File: src/rtl/uart_rx_pkg.sv
`default_nettype none
// ============================================================================
//  Module      : uart_rx_pkg
//  Description : Shared types and constants for the UART receive path.
//  Revision    : 1.0 - initial release
// ============================================================================
package uart_rx_pkg;

    // Receiver frame-tracking states; encoding fixed so debug captures stay stable.
    typedef enum logic [2:0] {
        IDLE   = 3'd0,
        START  = 3'd1,
        DATA   = 3'd2,
        PARITY = 3'd3,
        STOP   = 3'd4
    } rx_state_t;

    // Parity mode selectors
    localparam int PAR_NONE = 0;
    localparam int PAR_EVEN = 1;
    localparam int PAR_ODD  = 2;

endpackage
`default_nettype wire

File: src/rtl/uart_rx_deserializer_sync2.sv
`default_nettype none
// ============================================================================
//  Module      : rx_sync2
//  Description : Two-flop synchroniser for an asynchronous, idle-high line.
//                Resets to 1 so a freshly reset receiver sees an idle line.
//  Revision    : 1.0 - initial release
// ============================================================================
module rx_sync2 (
    input  logic clk,
    input  logic reset,
    input  logic d,
    output logic q
);

    logic r_meta;
    logic r_sync;

    // Two-stage capture of the asynchronous input
    always_ff @(posedge clk or posedge reset) begin
        if (reset) begin
            r_meta <= 1'b1;
            r_sync <= 1'b1;
        end else begin
            r_meta <= d;
            r_sync <= r_meta;
        end
    end

    assign q = r_sync;

endmodule
`default_nettype wire

File: src/rtl/uart_rx_deserializer.sv
`default_nettype none
// ============================================================================
//  Module      : uart_rx_deserializer
//  Description : Parametrised UART receive front end. Oversamples rx on
//                baud_tick, validates the start bit, samples each bit at its
//                mid-point, checks optional parity and 1/2 stop bits, and
//                hands frames over through a valid/ready holding register.
//  Revision    : 1.0 - initial release
// ============================================================================
module uart_rx_deserializer
    import uart_rx_pkg::*;
#(
    parameter int DATA_BITS   = 8,
    parameter int OVERSAMPLE  = 16,
    parameter int PARITY_MODE = 0,
    parameter int STOP_BITS   = 1
) (
    input  logic                 clk,
    input  logic                 reset,
    input  logic                 baud_tick,
    input  logic                 rx_en,
    input  logic                 rx,
    output logic [DATA_BITS-1:0] rx_data,
    output logic                 rx_valid,
    input  logic                 rx_ready,
    output logic                 parity_err,
    output logic                 frame_err,
    output logic                 overrun_err,
    output logic                 busy
);

    localparam int c_TW = $clog2(OVERSAMPLE);
    localparam int c_BW = $clog2(DATA_BITS + 1);

    localparam logic [c_TW-1:0] c_TICK_MID  = c_TW'(OVERSAMPLE / 2 - 1);
    localparam logic [c_TW-1:0] c_TICK_LAST = c_TW'(OVERSAMPLE - 1);
    localparam logic [c_BW-1:0] c_BIT_LAST  = c_BW'(DATA_BITS - 1);
    localparam logic [c_BW-1:0] c_STOP_LAST = c_BW'(STOP_BITS - 1);

    // Synchronised serial line
    logic w_rx_s;

    // Frame tracking state
    rx_state_t            r_state,        w_state_nxt;
    logic [c_TW-1:0]      r_tick_cnt,     w_tick_cnt_nxt;
    logic [c_BW-1:0]      r_bit_cnt,      w_bit_cnt_nxt;
    logic [DATA_BITS-1:0] r_shreg,        w_shreg_nxt;
    logic                 r_cur_par_err,  w_cur_par_err_nxt;
    logic                 r_cur_frm_err,  w_cur_frm_err_nxt;

    // Line must be seen high after enable before a start edge is accepted
    logic r_armed;

    logic w_par_expected;
    logic w_commit;
    logic w_commit_frm_err;
    logic w_pop;

    // Holding register
    logic [DATA_BITS-1:0] r_rx_data;
    logic                 r_rx_valid;
    logic                 r_parity_err;
    logic                 r_frame_err;
    logic                 r_overrun_err;

    rx_sync2 u_sync (
        .clk   (clk),
        .reset (reset),
        .d     (rx),
        .q     (w_rx_s)
    );

    // Expected parity bit for the assembled payload
    generate
        if (PARITY_MODE == PAR_ODD) begin : g_par_odd
            assign w_par_expected = ~^r_shreg;
        end else begin : g_par_even
            assign w_par_expected = ^r_shreg;
        end
    endgenerate

    // Arm on an observed high line so enabling mid-character waits for a real start edge
    always_ff @(posedge clk or posedge reset) begin
        if (reset) begin
            r_armed <= 1'b0;
        end else if (!rx_en) begin
            r_armed <= 1'b0;
        end else if (w_rx_s) begin
            r_armed <= 1'b1;
        end
    end

    // Frame state register
    always_ff @(posedge clk or posedge reset) begin
        if (reset) begin
            r_state       <= IDLE;
            r_tick_cnt    <= '0;
            r_bit_cnt     <= '0;
            r_shreg       <= '0;
            r_cur_par_err <= 1'b0;
            r_cur_frm_err <= 1'b0;
        end else begin
            r_state       <= w_state_nxt;
            r_tick_cnt    <= w_tick_cnt_nxt;
            r_bit_cnt     <= w_bit_cnt_nxt;
            r_shreg       <= w_shreg_nxt;
            r_cur_par_err <= w_cur_par_err_nxt;
            r_cur_frm_err <= w_cur_frm_err_nxt;
        end
    end

    // Next-state, counters, sampling and commit strobe
    always_comb begin
        w_state_nxt       = r_state;
        w_tick_cnt_nxt    = r_tick_cnt;
        w_bit_cnt_nxt     = r_bit_cnt;
        w_shreg_nxt       = r_shreg;
        w_cur_par_err_nxt = r_cur_par_err;
        w_cur_frm_err_nxt = r_cur_frm_err;
        w_commit          = 1'b0;
        w_commit_frm_err  = r_cur_frm_err;

        if (!rx_en) begin
            // Abort: discard the partial frame, leave the holding register alone
            w_state_nxt    = IDLE;
            w_tick_cnt_nxt = '0;
            w_bit_cnt_nxt  = '0;
        end else if (baud_tick) begin
            case (r_state)
                IDLE: begin
                    if (!w_rx_s && r_armed) begin
                        w_state_nxt       = START;
                        w_tick_cnt_nxt    = '0;
                        w_bit_cnt_nxt     = '0;
                        w_cur_par_err_nxt = 1'b0;
                        w_cur_frm_err_nxt = 1'b0;
                    end
                end
                START: begin
                    if (r_tick_cnt == c_TICK_MID) begin
                        w_tick_cnt_nxt = '0;
                        // A high line at mid start bit is a glitch, not a frame
                        w_state_nxt    = w_rx_s ? IDLE : DATA;
                    end else begin
                        w_tick_cnt_nxt = r_tick_cnt + 1'b1;
                    end
                end
                DATA: begin
                    if (r_tick_cnt == c_TICK_LAST) begin
                        w_tick_cnt_nxt = '0;
                        w_shreg_nxt    = {w_rx_s, r_shreg[DATA_BITS-1:1]};
                        if (r_bit_cnt == c_BIT_LAST) begin
                            w_bit_cnt_nxt = '0;
                            w_state_nxt   = (PARITY_MODE == PAR_NONE) ? STOP : PARITY;
                        end else begin
                            w_bit_cnt_nxt = r_bit_cnt + 1'b1;
                        end
                    end else begin
                        w_tick_cnt_nxt = r_tick_cnt + 1'b1;
                    end
                end
                PARITY: begin
                    if (r_tick_cnt == c_TICK_LAST) begin
                        w_tick_cnt_nxt    = '0;
                        w_cur_par_err_nxt = (w_rx_s != w_par_expected);
                        w_state_nxt       = STOP;
                    end else begin
                        w_tick_cnt_nxt = r_tick_cnt + 1'b1;
                    end
                end
                STOP: begin
                    if (r_tick_cnt == c_TICK_LAST) begin
                        w_tick_cnt_nxt    = '0;
                        w_cur_frm_err_nxt = r_cur_frm_err | ~w_rx_s;
                        if (r_bit_cnt == c_STOP_LAST) begin
                            // Commit on the last stop sample; a low line restarts from IDLE
                            w_commit         = 1'b1;
                            w_commit_frm_err = r_cur_frm_err | ~w_rx_s;
                            w_bit_cnt_nxt    = '0;
                            w_state_nxt      = IDLE;
                        end else begin
                            w_bit_cnt_nxt = r_bit_cnt + 1'b1;
                        end
                    end else begin
                        w_tick_cnt_nxt = r_tick_cnt + 1'b1;
                    end
                end
                default: begin
                    w_state_nxt    = IDLE;
                    w_tick_cnt_nxt = '0;
                    w_bit_cnt_nxt  = '0;
                end
            endcase
        end
    end

    assign w_pop = r_rx_valid & rx_ready;

    // Holding register: load on commit when free or being popped, else flag overrun
    always_ff @(posedge clk or posedge reset) begin
        if (reset) begin
            r_rx_data     <= '0;
            r_rx_valid    <= 1'b0;
            r_parity_err  <= 1'b0;
            r_frame_err   <= 1'b0;
            r_overrun_err <= 1'b0;
        end else begin
            r_overrun_err <= 1'b0;
            if (w_commit && (!r_rx_valid || w_pop)) begin
                r_rx_data    <= r_shreg;
                r_parity_err <= r_cur_par_err;
                r_frame_err  <= w_commit_frm_err;
                r_rx_valid   <= 1'b1;
            end else begin
                if (w_commit) begin
                    r_overrun_err <= 1'b1;
                end
                if (w_pop) begin
                    r_rx_valid <= 1'b0;
                end
            end
        end
    end

    assign rx_data     = r_rx_data;
    assign rx_valid    = r_rx_valid;
    assign parity_err  = r_parity_err;
    assign frame_err   = r_frame_err;
    assign overrun_err = r_overrun_err;
    assign busy        = (r_state != IDLE);

endmodule
`default_nettype wire
File: config.mk
export PLATFORM = sky130hd
export DESIGN_NAME = uart_rx_deserializer
export DESIGN_NICKNAME = d
export VERILOG_FILES = /design/src/rtl/uart_rx_pkg.sv /design/src/rtl/uart_rx_deserializer_sync2.sv /design/src/rtl/uart_rx_deserializer.sv
export SDC_FILE = /design/constraint.sdc
export NUM_CORES = 1
export LEC_CHECK = 0
export ABC_AREA = 0
export CORE_UTILIZATION = 44
export CTS_CLUSTER_SIZE = 30
export DETAILED_ROUTE_END_ITERATION = 6
export MAX_ROUTING_LAYER = met4
export PLACE_DENSITY = 0.67
export SYNTH_ARGS = -nofsm -noshare
export SYNTH_HDL_FRONTEND = slang
export SYNTH_HIERARCHICAL = 1
export SYNTH_SLANG_ARGS = --single-unit
export TNS_END_PERCENT = 10
File: constraint.sdc
create_clock -name clk -period 1.94 [get_ports clk]
set_clock_uncertainty 0.1 [all_clocks]
set_input_delay 0.388 -clock clk [delete_from_list [all_inputs] [get_ports clk]]
set_output_delay 0.388 -clock clk [all_outputs]
set_load 0.05 [all_outputs]
==> run metrics <==
final instance area 2380 sq um; Clk pwr share 37.3%; Nets 218; crit path DAT between 1.5 and 2 ns; register share of total power 52.6%; Cell Area, Placed around 2200 sq um; wire length on met2 2040 um; die width 67.2 um; synthesis warning total 6; class of the worst hold path flip-flop to flip-flop; Inserted Diodes 0; hold_buf cts 0; Power Total 1.45 mW; pins over their slew limit 0; P_int 1.07 mW; grt ovf 0; Most used DFF post-synth dfrtp_1; WL per Instance 15.5 um; Power Dens Cells 608 nW/um^2; Crit Path Class flip-flop to flip-flop; combinational fraction of design power 10.1%; Data required, critical path 2.02 ns; hold path start u_sync/r_meta$_DFF_PP1_; GRT Resource Usage Total 20.2%; synthesis-to-finish area growth 27.3%; Die Y roughly 67 um; Initial DRT Pass Iterations 4; WHS Path Cells 0; site row count 23; Vias/cell approximately 5.3; Clock Pin Slew Worst Setup and Hold Paths roughly 0.07 ns; P_sw 374 uW; setup violators final 0; Final Core Density 59.1%; Clk Tree Root Cell clkbuf_8; commonest non-fill, non-tap cell in the layout buf_4; pin count of the biggest net entering global routing 35; first-pass GRT wire length 6340 um; CTS tree yes; register area share after synthesis 48.3%; Post-synth ARST share 100%; DP HPWL 2780 um; reg-to-reg endpoint rx_data[7]$_DFFE_PP0P_; Fin. Hold Viols 0; residual DRC count 0; R2R Path Start r_state[1]$_DFFE_PP0P_; Max IR drop VDD 410 uV; uppermost layer routed met4; post-synthesis cell area 1870 sq um; CP endpoint kind flip-flop; initial antenna violation count 0; num ports 19; flop2flop setup slack 0.06 ns; H-tree Lvls 2; Avg Inst Size Synth 11.5 sq um; Sw Ratio 25.8%; Worst-Skew Late Latency 0.30 ns; CP startpoint kind flip-flop; initial drt markers 84; GP Congestion 0.883; most frequent cells in the layout buf_4, dfrtp_1, nor2_1; Longest Clk Path Bufs 2; maxcap violations 0; Met3 Routed Length 131 um; Worst R2R Path Depth 5; Seq cells post-synth 36; Net Count, Synth 171; relative slew slack 70.9%; drt total wl 4030 um; min Tclk post-route 1.88 ns; wire length on met1 1740 um; fin crit share 97.1%; Initial Util between 40% and 50%; RSZ-0062 raised after global routing yes; Cell variety after synth 45; Num CTS Buffers 5; Fmax 531 MHz; worst-path maximum fanout 5; via count of the routed design 1383; CTS Sinks 36; Post-synth EDFFs 0; # port buffers 18; Worst Tran Pin Value 0.436 ns; vias in the first global route 1391; remaining antenna violation count 0; WHS Endpoint u_sync/q$_DFF_PP1_; die area 4520 sq um; Core Area 4030 sq um; status finished, final reports clean; layout cells sized above 1 39.0%; Post-Synthesis Cells 162; leak pwr 1.18 nW
[cell type report]
cell class | instances | area [sq um]
fillers | 347 | 1650
multi-input cells | 115 | 953
flip-flops and latches | 36 | 905
repair buffers | 44 | 347
clock buffers | 5 | 68.8
well taps | 50 | 62.6
inverters | 7 | 26.3
clock inverters | 3 | 18.8
[per-layer routing]
metal | vias up | global-route usage (%)
met3 | 12 | 5.24
met4 | 0 | 10.9
met2 | 32 | 33.0
met5 | - | -
met1 | 676 | 22.4
li1 | 663 | -
[cell families after synthesis]
group                      share of synthesized area (%)
buffers and inverters                               3.34
and+or+nand+nor                                     17.6
AOI/OAI and AO/OA                                   9.57
muxes                                               15.0
adders and majority gates                           2.01
xor gates and xnor gates                            4.21
DFF                                                 48.3
[through the flow]
stage          setup slack [ns]  setup TNS, ns  hold slack, ns  instances
2_1_floorplan            0.0331              0           0.200        162
3_3_place_gp             -0.133          -1.49           0.247        248
3_5_place_dp             -0.189          -1.82           0.252        248
4_1_cts                -0.00813       -0.00813           0.262        256
5_1_grt                 -0.0240        -0.0983           0.265        260
6_report                 0.0568              0           0.259        260
[flip-flops by register name (all words and copies together) (netlist names)]
name / cells
rx_valid: 1
r_armed: 1
overrun_err: 1
r_shreg: 8
r_bit_cnt: 4
frame_err: 1
r_state: 3
r_cur_frm_err: 1
u_sync/r_meta: 1
r_tick_cnt: 4
parity_err: 1
r_cur_par_err: 1
rx_data: 8
u_sync/q: 1
[worst max-delay path: stages (launching register included)]
cell and delay [ns]:
dfrtp_1 0.44, or3b_4 0.42, nor2_2 0.12, nand3_2 0.13, nand2b_4 0.23, mux2_4 0.33
[worst max-delay path by stage]
stage	start	to	slack, ns	depth (start not counted)
after global routing	r_bit_cnt[0]$_DFFE_PP0P_	rx_data[7]$_DFFE_PP0P_	-0.02	7
final	r_state[1]$_DFFE_PP0P_	rx_data[7]$_DFFE_PP0P_	0.06	5
after floorplan	r_tick_cnt[0]$_DFFE_PP0P_	r_bit_cnt[2]$_DFFE_PP0P_	0.03	7
after global placement	baud_tick	r_bit_cnt[3]$_DFFE_PP0P_	-0.13	5
after CTS	r_state[0]$_DFFE_PP0P_	busy	-0.008	5
after detailed placement	baud_tick	r_bit_cnt[3]$_DFFE_PP0P_	-0.19	5
[power by group through the flow]
| stage | clock network [mW] | logic, mW | registers, mW |
|---|---|---|---|
| after CTS | 0.555 | 0.145 | 0.762 |
| after global placement | 0 | 0.140 | 0.776 |
| after floorplan | 0 | 0.0765 | 0.777 |
| after global routing | 0.576 | 0.159 | 0.762 |
| after detailed placement | 0 | 0.142 | 0.776 |
| final | 0.540 | 0.147 | 0.762 |
[synth_stat cells, drive strengths merged, types with 2 or more instances]
| cell | number | area, sq um |
|---|---|---|
| nand2b | 6 | 52.6 |
| nor3b | 2 | 15.0 |
| dfstp | 2 | 52.6 |
| nor2b | 4 | 25.0 |
| mux2 | 18 | 240 |
| mux2i | 4 | 40.0 |
| nand3 | 6 | 35.0 |
| and3 | 2 | 12.5 |
| nor2 | 13 | 51.3 |
| nor4 | 3 | 18.8 |
| nand3b | 2 | 15.0 |
| ha | 3 | 37.5 |
| dfrtp | 34 | 851 |
| nand2 | 10 | 37.5 |
| inv | 6 | 22.5 |
| xnor2 | 8 | 70.1 |
| a21oi | 6 | 30.0 |
| buf | 4 | 32.5 |
| o21ai | 7 | 35.0 |
| nor3 | 3 | 15.0 |
[what timing repair did]
action / 4_1_cts / 5_1_grt
setup endpoints to repair: 4 / 17
resized for setup: 3 / 7
gates cloned: 0 / 1
pin swaps: 0 / 4
setup buffers: 0 / 3
Note: power is estimated with default switching activity, not from simulation.
